**src/rtl/seg7_pkg.sv**
```systemverilog
// Shared seven-segment definitions: active-low segment codes (bit6=a .. bit0=g),
// capture FSM state encoding, decoded digit record and the select-to-slot helper.
package seg7_pkg;

    localparam logic [6:0] SEG_0     = 7'b0000001;
    localparam logic [6:0] SEG_1     = 7'b1001111;
    localparam logic [6:0] SEG_2     = 7'b0010010;
    localparam logic [6:0] SEG_3     = 7'b0000110;
    localparam logic [6:0] SEG_4     = 7'b1001100;
    localparam logic [6:0] SEG_5     = 7'b0100100;
    localparam logic [6:0] SEG_6     = 7'b0100000;
    localparam logic [6:0] SEG_7     = 7'b0001111;
    localparam logic [6:0] SEG_8     = 7'b0000000;
    localparam logic [6:0] SEG_9     = 7'b0001100;
    localparam logic [6:0] SEG_BLANK = 7'b1111111;

    typedef enum logic [1:0] {
        ST_SEARCH = 2'd0,
        ST_COUNT  = 2'd1,
        ST_HOLD   = 2'd2
    } state_e;

    typedef struct packed {
        logic [3:0] value;
        logic       blank;
        logic       err;
    } digit_t;

    // Maps a single-low digit select to its slot; callers qualify validity separately.
    function automatic logic [1:0] slot_of(input logic [3:0] an);
        case (an)
            4'b1110: return 2'd0;
            4'b1101: return 2'd1;
            4'b1011: return 2'd2;
            4'b0111: return 2'd3;
            default: return 2'd0;
        endcase
    endfunction

endpackage

```
**src/rtl/seg7_capture_if.sv**
```systemverilog
// Display-side bus of the capture block: raw segment/select drive in,
// recovered frame out on a valid/ready handshake.
interface seg7_capture_if;
    logic [6:0]  seg;
    logic [3:0]  an;
    logic        out_valid;
    logic        out_ready;
    logic [15:0] out_bcd;
    logic [3:0]  out_blank;
    logic [3:0]  out_err;
    logic        overrun;

    modport master (
        output seg, an, out_ready,
        input  out_valid, out_bcd, out_blank, out_err, overrun
    );

    modport slave (
        input  seg, an, out_ready,
        output out_valid, out_bcd, out_blank, out_err, overrun
    );
endinterface

```
**src/rtl/seg7_to_bcd.sv**
```systemverilog
// Inverse seven-segment decoder: active-low pattern to BCD value with
// blank (all segments off) and err (pattern not in the table) flags.
module seg7_to_bcd
    import seg7_pkg::*;
(
    input  logic [6:0] seg,
    output digit_t     dig
);

    always_comb begin
        dig = '{value: 4'd0, blank: 1'b0, err: 1'b0};
        case (seg)
            SEG_0:     dig.value = 4'd0;
            SEG_1:     dig.value = 4'd1;
            SEG_2:     dig.value = 4'd2;
            SEG_3:     dig.value = 4'd3;
            SEG_4:     dig.value = 4'd4;
            SEG_5:     dig.value = 4'd5;
            SEG_6:     dig.value = 4'd6;
            SEG_7:     dig.value = 4'd7;
            SEG_8:     dig.value = 4'd8;
            SEG_9:     dig.value = 4'd9;
            SEG_BLANK: dig.blank = 1'b1;
            default:   dig.err   = 1'b1;
        endcase
    end

endmodule

```
**src/rtl/seg7_capture.sv**
```systemverilog
// Recovers the value shown on a multiplexed active-low 4-digit display:
// debounces each select dwell, fills four digit slots and emits whole frames.
module seg7_capture
    import seg7_pkg::*;
#(
    parameter int STABLE_CYCLES = 4,
    parameter int CNT_W         = $clog2(STABLE_CYCLES + 1)
) (
    input  logic           clk,
    input  logic           rst,
    seg7_capture_if.slave  bus
);

    localparam logic [1:0] S_SEARCH = 2'(ST_SEARCH);
    localparam logic [1:0] S_COUNT  = 2'(ST_COUNT);
    localparam logic [1:0] S_HOLD   = 2'(ST_HOLD);

    logic [1:0]       state;
    logic [CNT_W-1:0] cnt;
    logic [CNT_W-1:0] cnt_inc;
    logic [3:0]       an_q;
    logic [6:0]       seg_q;
    logic [3:0]       mask_q;
    digit_t           slots [4];
    digit_t           dig;

    logic       an_ok, same_an, same_in, restart, capture, frame_done;
    logic [1:0] idx;

    logic [15:0] frame_bcd;
    logic [3:0]  frame_blank, frame_err;

    logic        vld_p0, ovr_p0;
    logic [15:0] bcd_p0;
    logic [3:0]  blank_p0, err_p0;

    seg7_to_bcd u_dec (
        .seg (bus.seg),
        .dig (dig)
    );

    // Any break in the dwell restarts it on the current cycle, so a new dwell
    // that begins right after a select change still counts its first cycle.
    always_comb begin
        an_ok   = $onehot(~bus.an);
        same_an = (bus.an == an_q);
        same_in = same_an && (bus.seg == seg_q);
        cnt_inc = cnt + CNT_W'(1);
        restart = (state == S_SEARCH) ||
                  (state == S_COUNT && !same_in) ||
                  (state == S_HOLD  && !same_an);
        capture = 1'b0;
        if (restart)
            capture = an_ok && (STABLE_CYCLES == 1);
        else if (state == S_COUNT)
            capture = (cnt_inc == CNT_W'(STABLE_CYCLES));
        idx        = slot_of(bus.an);
        frame_done = (mask_q == 4'hF);
    end

    always_ff @(posedge clk) begin
        if (rst) begin
            state <= S_SEARCH;
            cnt   <= '0;
        end else if (restart) begin
            if (an_ok) begin
                state <= capture ? S_HOLD : S_COUNT;
                cnt   <= CNT_W'(1);
            end else begin
                state <= S_SEARCH;
                cnt   <= '0;
            end
        end else if (state == S_COUNT) begin
            cnt <= cnt_inc;
            if (capture)
                state <= S_HOLD;
        end else if (state != S_HOLD) begin
            state <= S_SEARCH;
        end
    end

    always_ff @(posedge clk) begin
        if (restart && an_ok) begin
            an_q  <= bus.an;
            seg_q <= bus.seg;
        end
        if (capture)
            slots[idx] <= dig;
    end

    always_comb begin
        frame_bcd   = '0;
        frame_blank = '0;
        frame_err   = '0;
        for (int i = 0; i < 4; i++) begin
            frame_bcd[i*4 +: 4] = slots[i].value;
            frame_blank[i]      = slots[i].blank;
            frame_err[i]        = slots[i].err;
        end
    end

    // ---- output stage: frame register and valid/ready handshake ----
    always_ff @(posedge clk) begin
        if (rst) begin
            mask_q   <= 4'h0;
            vld_p0   <= 1'b0;
            ovr_p0   <= 1'b0;
            bcd_p0   <= '0;
            blank_p0 <= '0;
            err_p0   <= '0;
        end else begin
            ovr_p0 <= 1'b0;
            mask_q <= (frame_done ? 4'h0 : mask_q) | (capture ? (4'b0001 << idx) : 4'h0);
            if (frame_done && (!vld_p0 || bus.out_ready)) begin
                vld_p0   <= 1'b1;
                bcd_p0   <= frame_bcd;
                blank_p0 <= frame_blank;
                err_p0   <= frame_err;
            end else if (frame_done) begin
                ovr_p0 <= 1'b1;
            end else if (vld_p0 && bus.out_ready) begin
                vld_p0 <= 1'b0;
            end
        end
    end

    assign bus.out_valid = vld_p0;
    assign bus.out_bcd   = bcd_p0;
    assign bus.out_blank = blank_p0;
    assign bus.out_err   = err_p0;
    assign bus.overrun   = ovr_p0;

endmodule

```
**src/flat_wrapper.sv**
```systemverilog
// flat-port wrapper written by rule: the top's interface ports become plain ports
module seg7_capture_flat import seg7_pkg::*;
#(
    parameter int STABLE_CYCLES = 4,
    parameter int CNT_W         = $clog2(STABLE_CYCLES + 1)
)
  (clk, rst, bus_seg, bus_an, bus_out_ready, bus_out_valid, bus_out_bcd, bus_out_blank, bus_out_err, bus_overrun);
  seg7_capture_if bus_i ();
  input  logic clk;
  input  logic rst;
  input wire logic [$bits(bus_i.seg)-1:0] bus_seg;
  input wire logic [$bits(bus_i.an)-1:0] bus_an;
  input wire logic [$bits(bus_i.out_ready)-1:0] bus_out_ready;
  output wire logic [$bits(bus_i.out_valid)-1:0] bus_out_valid;
  output wire logic [$bits(bus_i.out_bcd)-1:0] bus_out_bcd;
  output wire logic [$bits(bus_i.out_blank)-1:0] bus_out_blank;
  output wire logic [$bits(bus_i.out_err)-1:0] bus_out_err;
  output wire logic [$bits(bus_i.overrun)-1:0] bus_overrun;
  assign bus_i.seg = bus_seg;
  assign bus_i.an = bus_an;
  assign bus_i.out_ready = bus_out_ready;
  assign bus_out_valid = bus_i.out_valid;
  assign bus_out_bcd = bus_i.out_bcd;
  assign bus_out_blank = bus_i.out_blank;
  assign bus_out_err = bus_i.out_err;
  assign bus_overrun = bus_i.overrun;
  seg7_capture #(.STABLE_CYCLES(STABLE_CYCLES), .CNT_W(CNT_W)) u_core (.clk(clk), .rst(rst), .bus(bus_i));
endmodule
```
**config.mk**
```make
export PLATFORM = sky130hd
export DESIGN_NAME = seg7_capture_flat
export DESIGN_NICKNAME = d
export VERILOG_FILES = /design/src/rtl/seg7_pkg.sv /design/src/rtl/seg7_capture_if.sv /design/src/rtl/seg7_to_bcd.sv /design/src/rtl/seg7_capture.sv /design/src/flat_wrapper.sv
export SDC_FILE = /design/constraint.sdc
export NUM_CORES = 1
export LEC_CHECK = 0
export CORE_MARGIN = 8
export CORE_UTILIZATION = 40
export DETAILED_ROUTE_END_ITERATION = 10
export PLACE_DENSITY_LB_ADDON = 0.05
export SLEW_MARGIN = 15
export SYNTH_ARGS = -nofsm -noshare
export SYNTH_HDL_FRONTEND = slang
export SYNTH_HIERARCHICAL = 1
export SYNTH_SLANG_ARGS = --single-unit
```
**constraint.sdc**
```tcl
create_clock -name clk -period 3.2 [get_ports clk]
set_clock_uncertainty 0.05 [all_clocks]
set_input_delay 0.48 -clock clk [delete_from_list [all_inputs] [get_ports clk]]
set_output_delay 0.48 -clock clk [all_outputs]
set_load 0.01 [all_outputs]
```
==> results.sh <==
export IMPL_net_switching_power_uw=483
export IMPL_ir_worst_vdd_uv=246
export IMPL_first_iter_violations=81
export IMPL_final_design_area_no_fill_mm2=0.00375
export IMPL_seqCellArea_mm2=0.00175
export IMPL_timing_hold_worst_endpoint="u_core/bus.out_bcd[6]"
export IMPL_clock_root_buffer="sky130_fd_sc_hd__clkbuf_8"
export IMPL_leakagePower_nw=1.35
export IMPL_fmaxAchievable_mhz=394
export IMPL_diodes=0
export IMPL_cts_clk_slew_worst_paths_ps=80
export IMPL_detail_route_drc_violations=0
export IMPL_row_count=31
export IMPL_synth_cell_type_count=46
export IMPL_drv_max_cap_violation_count=0
export IMPL_max_slew_margin_rel_pct=45.8
export IMPL_worst_setup_path_end_kind="flop"
export IMPL_syn2layout_area_growth_pct=24.9
export IMPL_final_nets=341
export IMPL_io_pin_count=40
export IMPL_wl_per_cell_um=14.1
export IMPL_numCtsBuffers=9
export IMPL_die_area_mm2=0.0105
export IMPL_main_flop_type_after_synthesis="sky130_fd_sc_hd__edfxtp_1"
export IMPL_mostFrequentLayoutCell="sky130_fd_sc_hd__nand2_1"
export IMPL_power_per_cell_area_mw_per_mm2=506
export IMPL_die_width_um=103
export IMPL_cts_sink_count=70
export IMPL_n_fill_cell=649
export IMPL_criticalPathCategory="in2reg"
export IMPL_mean_instance_size_in_the_synthesized_netlist_um2=11.2
export IMPL_grt_total_usage_pct=12.1
export IMPL_h_tree_depth=3
export IMPL_critical_path_required_ps=3190
export IMPL_multi_input_comb_area_mm2=0.00113
export IMPL_synth_nets=289
export IMPL_grt_max_degree=29
export IMPL_dr_total_vias=2080
export IMPL_cp_common_cell="sky130_fd_sc_hd__ha_1"
export IMPL_power_share_combinational_pct=9.4
export IMPL_route_antenna_remaining_nets=0
export IMPL_worst_r2r_setup_slack_ps=1220
export IMPL_placedInstanceArea_mm2=0.00355
export IMPL_slew_violations=0
export IMPL_setup_worst_path_start_class="primary input"
export IMPL_timing_critical_path_slowest_cell_delay_ps=570
export IMPL_whs_path_depth=2
export IMPL_wl_um=5980
export IMPL_cts_resized=0
export IMPL_drt_first_pass_iters=4
export IMPL_grt_first_pass_wirelength_um=9760
export IMPL_most_common_layout_cells="sky130_fd_sc_hd__nand2_1, sky130_fd_sc_hd__clkdlybuf4s50_1, sky130_fd_sc_hd__edfxtp_1, sky130_fd_sc_hd__dfxtp_1, sky130_fd_sc_hd__a21oi_1"
export IMPL_run_status="finished clean"
export IMPL_timing_hold_violations_final=0
export IMPL_cts_hold_fix_buffers=0
export IMPL_fin_hold_ws_ps=405
export IMPL_post_route_period_util_pct=79.4
export IMPL_grt_setup_unrepaired="false"
export IMPL_coreArea_mm2=0.00725
export IMPL_crit_reg2reg_launch="u_core/an_q[0]"
export IMPL_cts_tree="yes"
export IMPL_path_max_fanout=11
export IMPL_syn_instance_count=268
export IMPL_crit_reg_reg_endpoint="u_core/an_q[0]"
export IMPL_synth_edf_count=35
export IMPL_detailed_place_hpwl_um=4200
export IMPL_io_buffers=39
export IMPL_worst_endpoint_arrival_ps=2530
export IMPL_internal_power_mw=1.42
export IMPL_tightestPinTransition_ps=811
export IMPL_clock_insertion_delay_worst_skew_ps=330
export IMPL_cp_cell_sequence="clkdlybuf4s50_1 > fa_1 > inv_1 > ha_1 > ha_1 > nor2_1 > nand2_1 > nor2b_1 > buf_4"
export IMPL_yosysWarningCount=6
export IMPL_timing_final_crit_period_ps=2540
export IMPL_drive_gt1_share_pct=14.5
export IMPL_cp_slowest_cell="sky130_fd_sc_hd__fa_1"
export IMPL_power_switching_fraction_pct=25.5
export IMPL_setup_fix_bufs_post_cts=0
export IMPL_start_util_pct=41.4
export IMPL_setup_violations=0
export IMPL_worstRegToRegCells=5
export IMPL_grt_pass1_vias=1934
export IMPL_clockPowerShare_pct=38.6
export IMPL_globalRoute_totalOverflow=0
export IMPL_post_synthesis_cell_area_mm2=0.00300
export IMPL_dieHeight_um=103
export IMPL_synth_seq_cells=70
export IMPL_seq_power_share_pct=52.0
export IMPL_globalplace_congestion=0.779
export IMPL_grt_antenna_before_repair=0
export IMPL_max_clock_path_buffers=2
export IMPL_yosysSeqAreaShare_pct=58.3
export IMPL_hp_start="u_core/bus.out_bcd[6]"
export IMPL_vias_per_cell=4.91
export IMPL_min_delay_path_class="reg2reg"
export IMPL_synthArstFlopShare_pct=0
export IMPL_setup_tns_final_ps=0
state kept, by name, indices dropped and copies added (netlist names):
name                  cells
u_core/slots             24
u_core/bus.out_blank      4
u_core/bus.out_valid      1
u_core/an_q               4
u_core/bus.overrun        1
u_core/bus.out_err        4
u_core/bus.out_bcd       16
u_core/cnt                3
u_core/seg_q              7
u_core/mask_q             4
u_core/state              2
worst max-delay path: cells and delay by family:
family / cells / cell delay, ps
adders and majority gates: 3 / 1000
buffers and inverters: 3 / 760
and+or+nand+nor: 3 / 300
synthesized netlist by cell type (2+ instances only):
cell,number,share of area [%]
sky130_fd_sc_hd__a21o_1,2,0.50
sky130_fd_sc_hd__a21oi_1,27,4.5
sky130_fd_sc_hd__buf_2,2,0.33
sky130_fd_sc_hd__buf_6,6,2.2
sky130_fd_sc_hd__clkbuf_1,7,0.87
sky130_fd_sc_hd__dfxtp_1,35,23
sky130_fd_sc_hd__edfxtp_1,35,35
sky130_fd_sc_hd__ha_1,6,2.5
sky130_fd_sc_hd__inv_1,5,0.62
sky130_fd_sc_hd__nand2_1,55,6.9
sky130_fd_sc_hd__nand3_1,10,1.7
sky130_fd_sc_hd__nand3b_1,2,0.50
sky130_fd_sc_hd__nand4_1,5,1.0
sky130_fd_sc_hd__nor2_1,7,0.87
sky130_fd_sc_hd__nor2b_1,4,0.83
sky130_fd_sc_hd__nor3_1,7,1.2
sky130_fd_sc_hd__nor3b_1,3,0.75
sky130_fd_sc_hd__nor4_4,3,2.1
sky130_fd_sc_hd__o21ai_0,4,0.67
sky130_fd_sc_hd__o31ai_1,4,1.0
sky130_fd_sc_hd__xor2_1,14,4.1
worst max path at each step:
stage / startpoint / endpoint / slack (ps) / depth (start not counted)
6_report: bus_an[0] / u_core/an_q[0] / 660 / 9
5_1_grt: bus_an[0] / u_core/an_q[0] / 570 / 9
4_1_cts: bus_an[0] / u_core/an_q[0] / 680 / 9
3_5_place_dp: bus_an[0] / u_core/seg_q[3] / 290 / 9
3_3_place_gp: bus_an[0] / u_core/seg_q[3] / 320 / 9
2_1_floorplan: bus_an[0] / u_core/an_q[0] / 610 / 7
final cells by class:
class	instances	area share, %
clock inverters	7	2.17
flip-flops and latches	70	46.7
inverters	5	0.500
well taps	99	3.30
clock buffers	9	3.30
multi-input cells	177	30.0
repair buffers	57	14.0
through the flow:
step | cells | setup slack [ps] | power [mW] | util, %
floorplan | 268 | 612 | 1.13 | -
global placement | 408 | 323 | 1.19 | 48.9
detailed placement | 408 | 295 | 1.19 | 48.9
CTS | 424 | 677 | 1.92 | 51.7
global route | 424 | 574 | 1.99 | 51.7
finish | 424 | 660 | 1.90 | 51.7
power groups by stage:
stage | sequential [mW] | combinational [mW] | clock, mW
6_report | 0.988 | 0.179 | 0.733
5_1_grt | 0.991 | 0.197 | 0.799
4_1_cts | 0.988 | 0.181 | 0.752
3_5_place_dp | 1.01 | 0.181 | 0
3_3_place_gp | 1.01 | 0.181 | 0
2_1_floorplan | 1.01 | 0.124 | 0
per-layer routing:
layer | part of all wire, % | vias to the layer above | GRT usage, %
met1 | 48 | 976 | 15.8
met5 | 0 | - | 0
met3 | 6.0 | 7 | 3.92
met4 | 1.5 | 0 | 4.97
met2 | 45 | 44 | 17.8
li1 | - | 1053 | -
cell families after synthesis:
| logic type | synth area share [%] |
|---|---|
| compound gates | 10.7 |
| flops | 58.3 |
| simple gates | 18.8 |
| xor+xnor | 4.37 |
| mux | 0.375 |
| fa+ha+maj | 3.17 |
| buf+inv | 4.21 |
Note: power is estimated with default switching activity, not from simulation.
